## config.mk

```make
export PLATFORM = sky130hd
export DESIGN_NAME = pipe_ctrl
export DESIGN_NICKNAME = d
export VERILOG_FILES = /design/src/rtl/pipe_ctrl.sv
export SDC_FILE = /design/constraint.sdc
export NUM_CORES = 1
export LEC_CHECK = 0
export CORE_AREA = 2 2 95 97
export DETAILED_ROUTE_END_ITERATION = 8
export DIE_AREA = 0 0 97 99
export PLACE_DENSITY = 0.81
export SYNTH_ARGS = -nofsm -noshare
export SYNTH_HDL_FRONTEND = slang
export SYNTH_SLANG_ARGS = --single-unit
export TNS_END_PERCENT = 1
```

## constraint.sdc

```tcl
create_clock -name clk -period 2.3 [get_ports clk]
set_clock_uncertainty 0.05 [all_clocks]
set_input_delay 0.46 -clock clk [delete_from_list [all_inputs] [get_ports clk]]
set_output_delay 0.46 -clock clk [all_outputs]
set_load 0.005 [all_outputs]
```

## src/rtl/pipe_ctrl.sv

```systemverilog
`default_nettype none
// ============================================================================
// Module   : pipe_ctrl
// Purpose  : Pipeline stall/flush controller with store-commit sequencing,
//            exception redirect and a saturating stall-cycle counter.
// Revision : 1.0  initial release
// ============================================================================
module pipe_ctrl #(
    parameter int STAGES     = 6,
    parameter int MEM_STAGE  = 4,
    parameter int STORE_WAIT = 1,
    parameter bit VECTORED   = 1'b0
) (
    input  logic              clk,
    input  logic              rst,
    input  logic [STAGES-2:0] stallreq_i,
    input  logic              mem_we_i,
    input  logic [31:0]       excepttype_i,
    input  logic [31:0]       ebase_i,
    input  logic [31:0]       cp0_epc_i,
    input  logic              cnt_clr_i,
    output logic [STAGES-1:0] stall,
    output logic              flush,
    output logic [31:0]       new_pc,
    output logic              mem_we_o,
    output logic [31:0]       stall_cnt_o
);

    localparam logic [1:0] S_IDLE   = 2'd0;
    localparam logic [1:0] S_WAIT   = 2'd1;
    localparam logic [1:0] S_COMMIT = 2'd2;
    localparam logic [1:0] S_HOLD   = 2'd3;

    localparam logic [3:0]        C_WAIT_LOAD  = 4'(STORE_WAIT - 1);
    localparam logic [STAGES-1:0] C_ONES       = '1;
    localparam logic [STAGES-1:0] C_MASK_MEM   = C_ONES >> (STAGES - 1 - MEM_STAGE);
    localparam logic [STAGES-1:0] C_MASK_MEM1  = C_ONES >> (STAGES - MEM_STAGE);
    localparam logic [31:0]       C_EXC_INT    = 32'h0000_0001;
    localparam logic [31:0]       C_EXC_ERET   = 32'h0000_000E;
    localparam logic [31:0]       C_EXC_TLB    = 32'h0000_000F;

    logic [1:0]        r_state;
    logic [1:0]        w_state_nx;
    logic [3:0]        r_wcnt;
    logic [3:0]        w_wcnt_nx;
    logic [31:0]       r_stall_cnt;
    logic [STAGES-1:0] w_req_mask;
    logic [STAGES-1:0] w_store_mask;
    logic              w_store_we;
    logic              w_exc;
    logic [31:0]       w_exc_pc;

    assign w_exc       = (excepttype_i != 32'd0);
    assign stall_cnt_o = r_stall_cnt;

    // A request from stage k stalls every stage at or below k.
    always_comb begin
        w_req_mask = '0;
        for (int k = 0; k < STAGES - 1; k++) begin
            if (stallreq_i[k]) begin
                w_req_mask = w_req_mask | (C_ONES >> (STAGES - 1 - k));
            end
        end
    end

    always_comb begin
        w_exc_pc = ebase_i;
        if (excepttype_i == C_EXC_ERET) begin
            w_exc_pc = cp0_epc_i;
        end else if (VECTORED) begin
            if (excepttype_i == C_EXC_INT) begin
                w_exc_pc = ebase_i + 32'h0000_0200;
            end else if (excepttype_i == C_EXC_TLB) begin
                w_exc_pc = ebase_i;
            end else begin
                w_exc_pc = ebase_i + 32'h0000_0180;
            end
        end
    end

    always_ff @(posedge clk or negedge rst) begin
        if (!rst) begin
            r_state     <= S_IDLE;
            r_wcnt      <= 4'd0;
            r_stall_cnt <= 32'd0;
        end else begin
            r_state <= w_state_nx;
            r_wcnt  <= w_wcnt_nx;
            if (cnt_clr_i) begin
                r_stall_cnt <= 32'd0;
            end else if ((stall != '0) && (r_stall_cnt != 32'hFFFF_FFFF)) begin
                r_stall_cnt <= r_stall_cnt + 32'd1;
            end
        end
    end

    always_comb begin
        w_state_nx = r_state;
        w_wcnt_nx  = r_wcnt;
        if (w_exc) begin
            w_state_nx = S_IDLE;
            w_wcnt_nx  = 4'd0;
        end else begin
            case (r_state)
                S_IDLE: begin
                    if (mem_we_i) begin
                        // The IDLE cycle already counts as the first stall cycle.
                        w_wcnt_nx  = C_WAIT_LOAD;
                        w_state_nx = (C_WAIT_LOAD == 4'd0) ? S_COMMIT : S_WAIT;
                    end
                end
                S_WAIT: begin
                    if (!mem_we_i) begin
                        w_state_nx = S_IDLE;
                        w_wcnt_nx  = 4'd0;
                    end else if (r_wcnt <= 4'd1) begin
                        w_state_nx = S_COMMIT;
                        w_wcnt_nx  = 4'd0;
                    end else begin
                        w_wcnt_nx = r_wcnt - 4'd1;
                    end
                end
                S_COMMIT: begin
                    w_state_nx = S_HOLD;
                end
                default: begin
                    // Leave once the committed store has moved out of the memory stage.
                    if (!mem_we_i || !w_req_mask[MEM_STAGE]) begin
                        w_state_nx = S_IDLE;
                    end
                end
            endcase
        end
    end

    always_comb begin
        w_store_mask = '0;
        w_store_we   = 1'b0;
        case (r_state)
            S_IDLE, S_WAIT: begin
                if (mem_we_i) begin
                    w_store_mask = C_MASK_MEM;
                end
            end
            S_COMMIT: begin
                w_store_mask = C_MASK_MEM1;
                w_store_we   = 1'b1;
            end
            default: ;
        endcase

        stall    = '0;
        flush    = 1'b0;
        new_pc   = 32'd0;
        mem_we_o = 1'b0;
        if (rst) begin
            if (w_exc) begin
                flush  = 1'b1;
                new_pc = w_exc_pc;
            end else begin
                stall    = w_req_mask | w_store_mask;
                mem_we_o = w_store_we;
            end
        end
    end

endmodule
`default_nettype wire

```

## Yosys cells after proc, flatten, opt, wreduce, memory -nomap -nowiden

Cells that the tools add are included.

| storage, ports and cells | value |
|---|---|
| register bits after elaboration | 38 |
| output and inout bits | 72 |
| input bits | 105 |
| logic and storage cells | 56 |

| operators by class | value |
|---|---|
| reduce and logical (&&, ||, !) cells | 13 |
| mux-type cells | 30 |
| order comparisons | 1 |
| equal/unequal tests | 6 |
| $add $sub $neg | 2 |
| bitwise operators | 1 |

Operators with widths:

| operator | number |
|---|---|
| 32-bit two-way mux | 5 |
| 32-bit by 1-bit adder with 32-bit output (second input constant) | 1 |
| 32-bit by 4-bit equality test with 1-bit output (second input constant) | 1 |
| 32-bit != test (second input constant) | 1 |
| 32-bit nonzero test | 1 |
| 4-bit two-way mux | 5 |
| 2-bit two-way mux | 6 |
| 6-bit two-way mux | 2 |
| 5-bit two-way mux | 2 |
| 5-bit one-hot mux with 2 select lines | 1 |
| 4-bit one-hot mux with 2 select lines | 1 |
| 1-bit two-way mux | 6 |
| 5-bit by 6-bit OR with 6-bit output | 1 |
| 2-bit one-hot mux with 3 select lines | 1 |
| 6-bit nonzero test | 1 |
| 5-bit nonzero test | 1 |
| 4-bit by 1-bit less-or-equal comparator with 1-bit output (second input constant) | 1 |
| 4-bit != test (second input constant) | 1 |
| 4-bit by 1-bit subtractor with 4-bit output (second input constant) | 1 |
| 3-bit two-way mux | 1 |
| 3-bit != test (second input constant) | 1 |
| 3-bit AND reduction | 1 |
| 3-bit nonzero test | 1 |
| 2-bit by 1-bit equality test with 1-bit output (second input constant) | 1 |
| 8 further kinds | 9 |

## Depth between registers and ports, before layout

Gate-level depths: netlist (run 1).

| depth | value |
|---|---|
| word-level depth | 12 |
| depth in mapped cells | 9 |
| gate-level depth less buffers | 7 |

## Worst setup path after synthesis (run 1)

OpenSTA, ideal clock, no wires.

| timing path | value |
|---|---|
| path kind | reg2reg |
| from | register r_stall_cnt[0], in the netlist stall_cnt_o[0] |
| to | register r_stall_cnt[3], in the netlist stall_cnt_o[3] |
| buffers on the path | 2 |
| arrival | 2,385 ps |
| library setup time | 127 ps |
| clock period less this slack | 2,563 ps |
| data required time | 2,123 ps |
| setup slack | -263 ps |
| stages on the path, launching flop included | 10 |
| cells stage by stage | dfrtp_1 > ha_1 > nand3_1 > or3_1 > buf_2 > or4_4 > and2_1 > buf_6 > nand4_1 > mux2_1 |

| on the way | value |
|---|---|
| word-level cells in the longest chain between the ends | 3 |
| elaborated cells between the ends (all ways) | 6 |
| classes of those cells | add/sub (1); eq/ne (1); mux (2); reduce/logical (2) |

Ends and longest elaborated chain:

| item | RTL line | text |
|---|---|---|
| start, declared | 46 | `logic [31:0] r_stall_cnt;` |
| start signal, assigned | 92 | `r_stall_cnt <= r_stall_cnt + 32'd1;` |
| 32-bit by 1-bit adder with 32-bit output / 32-bit != test (equally long branches) | 92, 91 |  |
| 32-bit two-way mux / 1-bit logical AND (equally long branches) | 91 | `end else if ((stall != '0) && (r_stall_cnt != 32'hFFFF_FFFF)) begin` |
| 32-bit two-way mux / 2-bit nonzero test (equally long branches) | - |  |

Several ways; a longest one is shown, not always the timed one. The select of a mux whose other input is x is not followed.
A chain may end at the register's enable or synchronous reset.

## Final worst setup path (run 1)

| timing path | value |
|---|---|
| from | input port excepttype_i[4] |
| to | output port new_pc[12] |

| on the way | value |
|---|---|
| word-level cells in the longest chain between the ends | 4 |
| elaborated cells between the ends (all ways) | 5 |
| classes of those cells | eq/ne (1); mux (3); reduce/logical (1) |

Ends and longest elaborated chain:

| item | RTL line | text |
|---|---|---|
| start, declared | 18 | `input logic [31:0] excepttype_i,` |
| 32-bit by 4-bit equality test with 1-bit output | 68 | `if (excepttype_i == C_EXC_ERET) begin` |
| 32-bit two-way mux | 68 |  |
| 32-bit two-way mux (*) | 157 | `if (w_exc) begin` |
| 32-bit two-way mux (*) | 156 | `if (rst) begin` |
| end, declared | 24 | `output logic [31:0] new_pc,` |

Mark *: on every way between the ends. The rest lies on a longest branch, timed or not.

==> results of run 1 <==
## sequential cells by signal, indices dropped and copies added (netlist names)
register	cells
stall_cnt_o	32
r_wcnt	4
r_state	2
## per-layer routing
| layer | GRT usage | share of wire | wire [um] |
|---|---|---|---|
| met1 | 0.247 | 0.35 | 4280 |
| met2 | 0.451 | 0.55 | 6790 |
| met3 | 0.0433 | 0.068 | 835 |
| met4 | 0.0943 | 0.035 | 435 |
| met5 | 0 | 0 | 0 |
## power by group
| part | internal [mW] | total (mW) | switching [mW] |
|---|---|---|---|
| combinational | 0.220 | 0.364 | 0.145 |
| clock | 0.242 | 0.476 | 0.234 |
| sequential | 0.668 | 0.668 | 0.0000000000144 |
| total | 1.13 | 1.51 | 0.379 |
## worst min-delay path by stage
stage | endpoint | slack (ns) | cells after the start
2_1_floorplan | r_state[0]$_DFFE_PN0P_ | 0.11 | 0
3_3_place_gp | r_wcnt[1]$_DFFE_PN0P_ | 0.48 | 2
3_5_place_dp | r_wcnt[1]$_DFFE_PN0P_ | 0.50 | 2
4_1_cts | stall_cnt_o[3]$_DFFE_PN0P_ | 0.27 | 2
5_1_grt | stall_cnt_o[28]$_DFFE_PN0P_ | 0.34 | 2
6_report | stall_cnt_o[3]$_DFFE_PN0P_ | 0.29 | 2
## cell families (layout without fill, tap and decap cells)
| kind of cell | count (synthesis) | in the layout | synth area share |
|---|---|---|---|
| AO/OA/AOI/OAI | 50 | 50 | 0.104 |
| multiplexers | 4 | 4 | 0.0160 |
| AND/OR/NAND/NOR | 231 | 231 | 0.397 |
| flip-flops | 38 | 38 | 0.346 |
| other | 1 | 1 | 0.00137 |
| adder cells (fa/ha/maj) | 3 | 3 | 0.0137 |
| XOR/XNOR | 25 | 25 | 0.0798 |
| buffers and inverters | 27 | 258 | 0.0424 |
## synthesized netlist by cell type, types with 3 or more instances
cell / count / area (um2)
sky130_fd_sc_hd__nand2_1: 83 / 312
sky130_fd_sc_hd__nor2_1: 51 / 191
sky130_fd_sc_hd__a21oi_1: 42 / 210
sky130_fd_sc_hd__dfrtp_1: 38 / 951
sky130_fd_sc_hd__nand3_1: 33 / 165
sky130_fd_sc_hd__xor2_1: 19 / 166
sky130_fd_sc_hd__clkbuf_1: 15 / 56.3
sky130_fd_sc_hd__and3_1: 11 / 68.8
sky130_fd_sc_hd__nor3_1: 9 / 45.0
sky130_fd_sc_hd__nor4_1: 9 / 56.3
sky130_fd_sc_hd__nand4_1: 8 / 50.1
sky130_fd_sc_hd__nor2b_1: 7 / 43.8
sky130_fd_sc_hd__and4_1: 6 / 52.6
sky130_fd_sc_hd__inv_1: 6 / 22.5
sky130_fd_sc_hd__xnor2_1: 6 / 52.6
sky130_fd_sc_hd__buf_2: 3 / 15.0
sky130_fd_sc_hd__ha_1: 3 / 37.5
sky130_fd_sc_hd__o21ai_0: 3 / 15.0
sky130_fd_sc_hd__or3_1: 3 / 18.8
## through the flow
stage          cells  instance area, um2   util  setup TNS, ns  hold slack (ns)
6_report         718                5550  0.649         -15.55            0.290
5_1_grt          718                5550  0.649         -21.35            0.335
4_1_cts          709                5210  0.609         -26.10            0.273
3_5_place_dp     688                4920  0.575         -48.75            0.499
3_3_place_gp     688                4920  0.575         -44.41            0.476
2_1_floorplan    379                2760      -          -6.40            0.114
## timing repair
action	in CTS	in global routing
hold buffers	0	0
pin swaps	11	41
setup buffers	9	8
endpoints found under the setup margin	71	71
gates resized for setup	173	145
cloned	5	1
## final cells by class
| cell class | instances | area, um2 | share of cell area |
|---|---|---|---|
| clock buffers | 7 | 86.3 | 0.0156 |
| clock inverters | 1 | 5.00 | 0.000903 |
| inverters | 6 | 22.5 | 0.00406 |
| multi-input cells | 314 | 2040 | 0.367 |
| flip-flops and latches | 38 | 951 | 0.171 |
| well taps | 108 | 135 | 0.0244 |
| repair buffers | 244 | 2310 | 0.417 |
## worst max-delay path, cell delays in order
cell,delay (ns)
sky130_fd_sc_hd__clkbuf_2,0.10
sky130_fd_sc_hd__nor4_2,0.26
sky130_fd_sc_hd__nand4_1,0.19
sky130_fd_sc_hd__nor2_2,0.17
sky130_fd_sc_hd__buf_4,0.12
sky130_fd_sc_hd__buf_6,0.09
sky130_fd_sc_hd__nand4_1,0.09
sky130_fd_sc_hd__buf_6,0.16
sky130_fd_sc_hd__buf_12,0.12
sky130_fd_sc_hd__buf_12,0.14
sky130_fd_sc_hd__nand2_2,0.05
sky130_fd_sc_hd__a21oi_1,0.06
sky130_fd_sc_hd__buf_2,0.13
==> run_results.csv, run 1 <==
group,metric,value,unit
status,outcome,"finished, violations left",
status,failing_checks,"negative setup slack",
place,detailedPlacementHpwl,8670,um
timing,final-hold-violation-count,0,
place,io_buffers,175,
clocking,numCtsBuffers,5,
floorplan,ios,177,
layout,number_of_nets_in_the_finished_design,717,
global_routing,grt_antenna_before_repair,0,
logic_synthesis,synthesis.instances,379,
critical_path,startpoint_class,"input port",
floorplan,die-width,97,um
pwr,fin_total_pwr,1.51,mW
timing,post-route-min-period,2.68,ns
critical_path,critical_path.endpoint,"new_pc[12]",
floorplan,initial_utilization,0.321,
critical_path,ff2ff_path_depth,10,
pwr,leakagePower,2.51,nW
pwr,power-per-cell-area,272,nW/um2
clocking,cts_htree_levels,2,
critical_path,crit_path_end_kind,"output port",
critical_path,rrSetupSlack,-0.10,ns
critical_path,worst_r2r_endpoint,"stall_cnt_o[3]$_DFFE_PN0P_",
min_path,worst_hold_path_type,"input port to asynchronous set/reset pin",
clocking,tritoncts,"built",
timing,report.final.setup_viol,71,
drt,dr.first_iter.drc_count,153,
logic_synthesis,synth.lib_cells_used.distinct,39,
pwr,vdd_drop_max,0.199,mV
timing,fin_crit_sh,1.16,
critical_path,worst_ep_arrival_time,2.17,ns
timing,fmax,0.374,GHz
floorplan,row_count,34,
logic_synthesis,synthesis.nets,487,
drt,post-route-drc-count,0,
global_routing,groute.usage.overall,0.233,
timing,max_slew.worst_pin.slew,0.589,ns
floorplan,floorplan.core_area,8550,um2
clocking,cts.sink_count,38,
drt,drt-vias-per-instance,5.33,
drt,routed-via-count,3827,
critical_path,crit-reg2reg-launch,"r_state[1]$_DFFE_PN0P_",
drt,antenna_violating_nets_remaining,0,
layout,diodes,0,
layout,area_delta_synth_final,102,%
run,cap_viol_max_count,0,
critical_path,crit_required,1.79,ns
global_routing,number_of_global_route_vias_before_repair,3823,
timing,rsz_0062_raised_after_global_routing,"true",
logic_synthesis,ys_warn_count,0,
floorplan,fp.dieH,99,um
timing,final_critical_path_setup_slack,-0.377,ns
place,preCtsSetupSlack,-0.970,ns
drt,drt_pre_antenna_iters,4,
timing,drv_slew,0,
logic_synthesis,synth_flop_cell,"sky130_fd_sc_hd__dfrtp_1",
logic_synthesis,syn-cell-area,2750,um2
timing,normalized_max_slew_margin,0.601,
critical_path,critical_path.max_fanout,7,
place,gpl.final_weighted_congestion,0.880,
global_routing,grt-ovfl-total,0,
drt,total_detailed_routing_wirelength,12300,um
layout,most_common_cell_after_layout_fill_and_taps_aside,"sky130_fd_sc_hd__clkdlybuf4s50_1",
clocking,clockBufferDepth,2,
layout,layout_common_cells,"sky130_fd_sc_hd__clkdlybuf4s50_1 (102), sky130_fd_sc_hd__nand2_1 (63), sky130_fd_sc_hd__nor2_1 (50)",
logic_synthesis,synth-edff-count,0,
layout,drive_gt1_frac,0.339,
global_routing,grt_first_pass_wirelength,18100,um
logic_synthesis,postSynthAreaPerCell,7.24,um2
global_routing,largest_net_degree_at_the_start_of_global_routing,39,
logic_synthesis,async_reset_ff_frac,1.00,
logic_synthesis,share_of_the_yosys_chip_area_belonging_to_registers,0.346,
logic_synthesis,postSynthRegisterBits,38,
critical_path,timing.setup.critical_path_class,"input port to output port",
critical_path,crit_path_start,"excepttype_i[4]",
clocking,clock-root-buffer,"sky130_fd_sc_hd__clkbuf_8",
floorplan,design.die.area,9600,um2
clocking,clk_transition_reported_paths,0.08,ns
drt,routed_wire_length_per_instance,17.2,um
layout,fillers,719,
clocking,worstSkewPairLatency,0.29,ns
Power figures use the tool's default switching activity.
==> run 2: changes to the inputs <==
- REMOVE_ABC_BUFFERS: unset -> 1
- TNS_END_PERCENT: 1 -> unset
==> run 2 against run 1 <==
  * The flow still finishes with violations (negative setup slack)
  * Combinational power decreased by 1%
  * Register-to-register slack better by 0.04 ns
  * Global-route usage rose by 0.48 points
  * Clock-buffer cell count fell by 1
  * Final area is 0.70% higher
==> run_results.csv, run 2 (same netlist as run 1, synthesis figures left out) <==
group,metric,value,unit
floorplan,floorplan.core_area,8550,um2
layout,most_common_cell_after_layout_fill_and_taps_aside,"sky130_fd_sc_hd__clkdlybuf4s50_1",
critical_path,crit_required,1.79,ns
place,io_buffers,175,
pwr,leakagePower,2.50,nW
critical_path,ff2ff_path_depth,8,
clocking,clock-root-buffer,"sky130_fd_sc_hd__clkbuf_8",
status,failing_checks,"negative setup slack",
clocking,worstSkewPairLatency,0.29,ns
drt,drt-vias-per-instance,5.18,
layout,final_core_utilization,0.653,
drt,routed-via-count,3749,
critical_path,critical_path.max_fanout,8,
floorplan,design.die.area,9600,um2
critical_path,crit_path_top_delay_cell,"sky130_fd_sc_hd__and4_4",
place,numPlacedInstances,697,
pwr,fin_total_pwr,1.49,mW
clocking,postCtsHoldBufs,0,
global_routing,largest_net_degree_at_the_start_of_global_routing,37,
status,outcome,"finished, violations left",
clocking,numCtsBuffers,5,
run,cap_viol_max_count,0,
timing,rsz_0062_raised_after_global_routing,"true",
place,gpl.final_weighted_congestion,0.939,
critical_path,worstPathBufferInverterCount,4,
layout,diodes,0,
critical_path,critPathTopFamily,"simple AND/OR/NAND/NOR gates",
floorplan,fp.dieH,99,um
global_routing,grt_antenna_before_repair,0,
floorplan,initial_utilization,0.321,
floorplan,ios,177,
timing,max_slew.worst_pin.slew,0.590,ns
timing,final-hold-violation-count,0,
drt,routed_wire_length_per_instance,17.4,um
layout,drive_gt1_frac,0.377,
critical_path,stages_on_the_worst_setup_path,10,
drt,antenna_violating_nets_remaining,0,
layout,seq_area,951,um2
drt,post-route-drc-count,0,
clocking,clk_transition_reported_paths,0.07,ns
layout,fin_cells,724,
layout,fillers,671,
layout,number_of_nets_in_the_finished_design,725,
global_routing,grt-ovfl-total,0,
timing,fmax,0.387,GHz
pwr,power-per-cell-area,267,nW/um2
drt,total_detailed_routing_wirelength,12600,um
drt,drt_pre_antenna_iters,4,
timing,normalized_max_slew_margin,0.601,
floorplan,row_count,34,
timing,fin_crit_sh,1.12,
timing,report.final.setup_viol,42,
clocking,tritoncts,"built",
clocking,clockBufferDepth,2,
global_routing,number_of_global_route_vias_before_repair,3747,
timing,final.setup.tns,-7.28,ns
drt,dr.first_iter.drc_count,177,
global_routing,groute.usage.overall,0.238,
place,preCtsSetupSlack,-1.09,ns
place,detailedPlacementHpwl,8640,um
timing,final_critical_path_setup_slack,-0.282,ns
clocking,cts.sink_count,38,
floorplan,die-width,97,um
timing,post-route-min-period,2.58,ns
global_routing,grt_first_pass_wirelength,18500,um
layout,largest_register_ff_count,32,
layout,layout_common_cells,"sky130_fd_sc_hd__clkdlybuf4s50_1 (98), sky130_fd_sc_hd__nand2_1 (63), sky130_fd_sc_hd__buf_4 (52)",
layout,area_delta_synth_final,103,%
min_path,worst_hold_path_type,"input port to asynchronous set/reset pin",
critical_path,crit_path_end_kind,"output port",
critical_path,timing.setup.critical_path_class,"input port to output port",
layout,multi_input_area,2110,um2
critical_path,crit_chain,"buf_2 -> nor4_2 -> nand4_1 -> nor2_2 -> and4_4 -> buf_12 -> buf_12 -> nand2_1 -> a21oi_2 -> buf_2",
pwr,vdd_drop_max,0.251,mV
critical_path,critical-path-max-stage-delay,0.30,ns
critical_path,worst_ep_arrival_time,2.07,ns
critical_path,startpoint_class,"input port",
clocking,cts_htree_levels,2,
timing,drv_slew,0,
run 2: final timing paths:
kind,from,slack [ns],endpoint
min in group clk,r_wcnt[1]$_DFFE_PN0P_,0.51,r_wcnt[1]$_DFFE_PN0P_
max in group asynchronous,rst,1.58,stall_cnt_o[18]$_DFFE_PN0P_
worst max register to register,stall_cnt_o[1]$_DFFE_PN0P_,-0.06,stall_cnt_o[23]$_DFFE_PN0P_
worst min register to register,r_wcnt[1]$_DFFE_PN0P_,0.51,r_wcnt[1]$_DFFE_PN0P_
worst min-delay path,rst,0.11,r_state[1]$_DFFE_PN0P_
worst max-delay path,excepttype_i[21],-0.28,new_pc[20]
run 2: layer usage:
| metal | up-vias | share of wire | GRT usage |
|---|---|---|---|
| met5 | - | 0 | 0 |
| met2 | 163 | 0.52 | 0.428 |
| li1 | 1765 | - | - |
| met4 | 0 | 0.040 | 0.102 |
| met3 | 45 | 0.055 | 0.0447 |
| met1 | 1776 | 0.38 | 0.276 |
run 2: through the flow:
step	hold WS [ns]	cell area, um2
after floorplan	0.114	2650
after global placement	0.382	4990
after detailed placement	0.385	4990
after CTS	0.112	5290
after global routing	0.112	5580
final	0.106	5580
run 2: area by class of cell:
type / instances / share of cell area
Sequential cell: 38 / 0.170
Inverter: 6 / 0.00403
Timing Repair Buffer: 252 / 0.409
Tap cell: 108 / 0.0242
Clock buffer: 6 / 0.0148
Multi-Input combinational cell: 314 / 0.378
run 2: power by group:
group,switching [mW],leakage [nW],internal (mW)
Sequential,0.0000000000132,0.531,0.668
Clock,0.230,0.0431,0.231
Combinational,0.148,1.93,0.211
Total,0.378,2.50,1.11
run 2: repair_timing:
| action | CTS | global route |
|---|---|---|
| endpoints found under the setup margin | 66 | 64 |
| buffers inserted | 15 | 6 |
| cloned | 4 | 2 |
| gates resized for setup | 324 | 60 |
| pin swaps | 43 | 31 |
==> run 3: changes to the inputs <==
- CORE_AREA: 2 2 95 97 -> 2 2 90 92
- DIE_AREA: 0 0 97 99 -> 0 0 92 94
- PLACE_DENSITY: 0.81 -> 0.86
- clock period: 2.3 -> 2.38 ns (I/O delays scaled with it)
==> run 3 against run 2 <==
  * The run still ends with negative setup slack left
  * First-iteration DRC count up 21%
  * Die area decreased by 9.9%
  * Clock power fell by 4.8%
  * Core utilization rose by 14 points
  * Sequential share of layout area is 1.3 points lower
  * Cell count grew 2.1%
  * Flip-flop and latch count is the same
  * Via count grew 15%
==> run_results.csv, run 3 (same netlist as run 1, synthesis figures left out) <==
group,metric,value,unit
floorplan,design.die.area,8650,um2
timing,final_critical_path_setup_slack,-0.595,ns
layout,fillers,413,
floorplan,die-width,92,um
global_routing,largest_net_degree_at_the_start_of_global_routing,39,
floorplan,floorplan.core_area,7610,um2
clocking,postCtsHoldBufs,0,
critical_path,worst_ep_arrival_time,2.45,ns
critical_path,timing.setup.critical_path_class,"input port to output port",
layout,fin_cells,739,
clocking,numCtsBuffers,5,
clocking,clockBufferDepth,2,
drt,drt_pre_antenna_iters,5,
critical_path,startpoint_class,"input port",
run,cap_viol_max_count,0,
clocking,cts_htree_levels,2,
layout,most_common_cell_after_layout_fill_and_taps_aside,"sky130_fd_sc_hd__clkdlybuf4s50_1",
place,gpl.final_weighted_congestion,0.836,
place,numPlacedInstances,680,
drt,routed_wire_length_per_instance,22.7,um
pwr,switching_share,0.284,
timing,max_slew.worst_pin.slew,0.589,ns
drt,drt-vias-per-instance,5.83,
floorplan,ios,177,
pwr,vdd_drop_max,0.387,mV
floorplan,row_count,32,
pwr,power-per-cell-area,250,nW/um2
timing,rsz_0062_raised_after_global_routing,"true",
layout,area_delta_synth_final,120,%
global_routing,grt_first_pass_wirelength,21900,um
layout,largest_register_ff_count,32,
clocking,tritoncts,"built",
pwr,combPwrFrac,0.281,
drt,antenna_violating_nets_remaining,0,
clocking,clock-root-buffer,"sky130_fd_sc_hd__clkbuf_8",
pwr,power.sequential.fraction,0.428,
drt,dr.first_iter.drc_count,215,
drt,total_detailed_routing_wirelength,16800,um
layout,number_of_nets_in_the_finished_design,745,
timing,fmax,0.336,GHz
drt,post-route-drc-count,0,
timing,final-hold-violation-count,0,
drt,routed-via-count,4311,
pwr,leakagePower,2.70,nW
clocking,worstSkewPairLatency,0.30,ns
timing,drv_slew,0,
layout,drive_gt1_frac,0.436,
global_routing,groute.usage.overall,0.323,
critical_path,crit-reg2reg-launch,"r_state[1]$_DFFE_PN0P_",
critical_path,critPathTopFamily,"simple AND/OR/NAND/NOR gates",
critical_path,crit_chain,"clkdlybuf4s15_1 -> nor4_2 -> nand4_1 -> nor2_2 -> and4_4 -> buf_12 -> buf_12 -> buf_12 -> nand2_4 -> a21oi_2 -> buf_2",
critical_path,crit_path_end_kind,"output port",
status,failing_checks,"negative setup slack",
place,detailedPlacementHpwl,8410,um
status,outcome,"finished, violations left",
place,io_buffers,175,
layout,diodes,0,
layout,layout_common_cells,"sky130_fd_sc_hd__clkdlybuf4s50_1 (98), sky130_fd_sc_hd__buf_4 (52), sky130_fd_sc_hd__buf_2 (51)",
timing,normalized_max_slew_margin,0.601,
critical_path,crit_path_frequent_cell,"sky130_fd_sc_hd__buf_12",
floorplan,fp.dieH,94,um
pwr,cell_internal_pwr,1.08,mW
clocking,cts.sink_count,38,
timing,final.setup.tns,-15.17,ns
critical_path,rrSetupSlack,-0.03,ns
global_routing,number_of_global_route_vias_before_repair,4199,
critical_path,ff2ff_path_depth,9,
min_path,worst_hold_path_type,"input port to asynchronous set/reset pin",
global_routing,grt-ovfl-total,0,
critical_path,critical_path.max_fanout,6,
critical_path,crit_path_top_delay_cell,"sky130_fd_sc_hd__and4_4",
clocking,clk_transition_reported_paths,0.07,ns
floorplan,initial_utilization,0.361,
critical_path,worstPathBufferInverterCount,5,
pwr,clkPwrFrac,0.291,
pwr,power.switching,428,uW
timing,fin_crit_sh,1.25,
timing,post-route-min-period,2.97,ns
global_routing,grt_antenna_before_repair,0,
critical_path,worst_r2r_endpoint,"stall_cnt_o[22]$_DFFE_PN0P_",
timing,report.final.setup_viol,39,
critical_path,critical-path-max-stage-delay,0.28,ns
critical_path,crit_required,1.85,ns
==> run 3: routing by layer <==
metal	up-vias	wire, um	GRT usage
li1	1818	-	-
met1	2035	5520	0.333
met2	341	8150	0.576
met3	117	1790	0.0947
met4	0	1350	0.205
met5	-	0	0
==> run 3: power by group through the flow <==
stage | logic [mW] | clock network (mW) | registers, mW
3_3_place_gp | 0.326 | 0 | 0.658
3_5_place_dp | 0.332 | 0 | 0.658
6_report | 0.425 | 0.439 | 0.645
2_1_floorplan | 0.0482 | 0 | 0.658
5_1_grt | 0.441 | 0.457 | 0.645
4_1_cts | 0.364 | 0.439 | 0.645
==> run 3: worst max-delay path by stage <==
stage / from / end / slack [ns] / cells past startpoint
global placement: excepttype_i[24] / new_pc[13] / -0.92 / 9
CTS: excepttype_i[25] / new_pc[18] / -0.34 / 11
global route: excepttype_i[8] / new_pc[8] / -0.79 / 12
floorplan: excepttype_i[5] / stall_cnt_o[3]$_DFFE_PN0P_ / -0.36 / 6
detailed placement: excepttype_i[15] / new_pc[13] / -0.99 / 9
finish: excepttype_i[8] / new_pc[8] / -0.59 / 11
==> run 3: cell type report <==
class                   instances  area (um2)  share of cell area
inverters                       6        22.5             0.00373
clock buffers                   7        76.3              0.0126
well taps                     102         128              0.0211
flip-flops and latches         38         951               0.158
repair buffers                272        2570               0.425
multi-input cells             314        2290               0.380
==> run 3: worst reg2reg max path, stage by stage, from the launching register on <==
cell                        delay, ns
sky130_fd_sc_hd__dfrtp_1         0.48
sky130_fd_sc_hd__nor2b_2         0.30
sky130_fd_sc_hd__nor3_4          0.08
sky130_fd_sc_hd__buf_6           0.13
sky130_fd_sc_hd__a2111oi_4       0.38
sky130_fd_sc_hd__buf_6           0.20
sky130_fd_sc_hd__buf_4           0.17
sky130_fd_sc_hd__nand3_1         0.10
sky130_fd_sc_hd__or2_2           0.31
sky130_fd_sc_hd__a21oi_1         0.14
==> run 3: what timing repair did <==
item | CTS | global route
pin swaps | 53 | 47
gates cloned | 8 | 0
setup endpoints to repair | 67 | 66
buffers inserted | 38 | 16
gates resized for setup | 356 | 91
==> run 3: through the flow <==
stage               area (um2)  hold WS (ns)   util  power, mW  setup WS (ns)
finish                    6030         0.321  0.793       1.51         -0.595
detailed placement        4910         0.485  0.646      0.989         -0.990
floorplan                 2650         0.130      -      0.706         -0.359
CTS                       5740         0.316  0.754       1.45         -0.342
global route              6030         0.362  0.793       1.54         -0.786
global placement          4910         0.474  0.646      0.984         -0.917
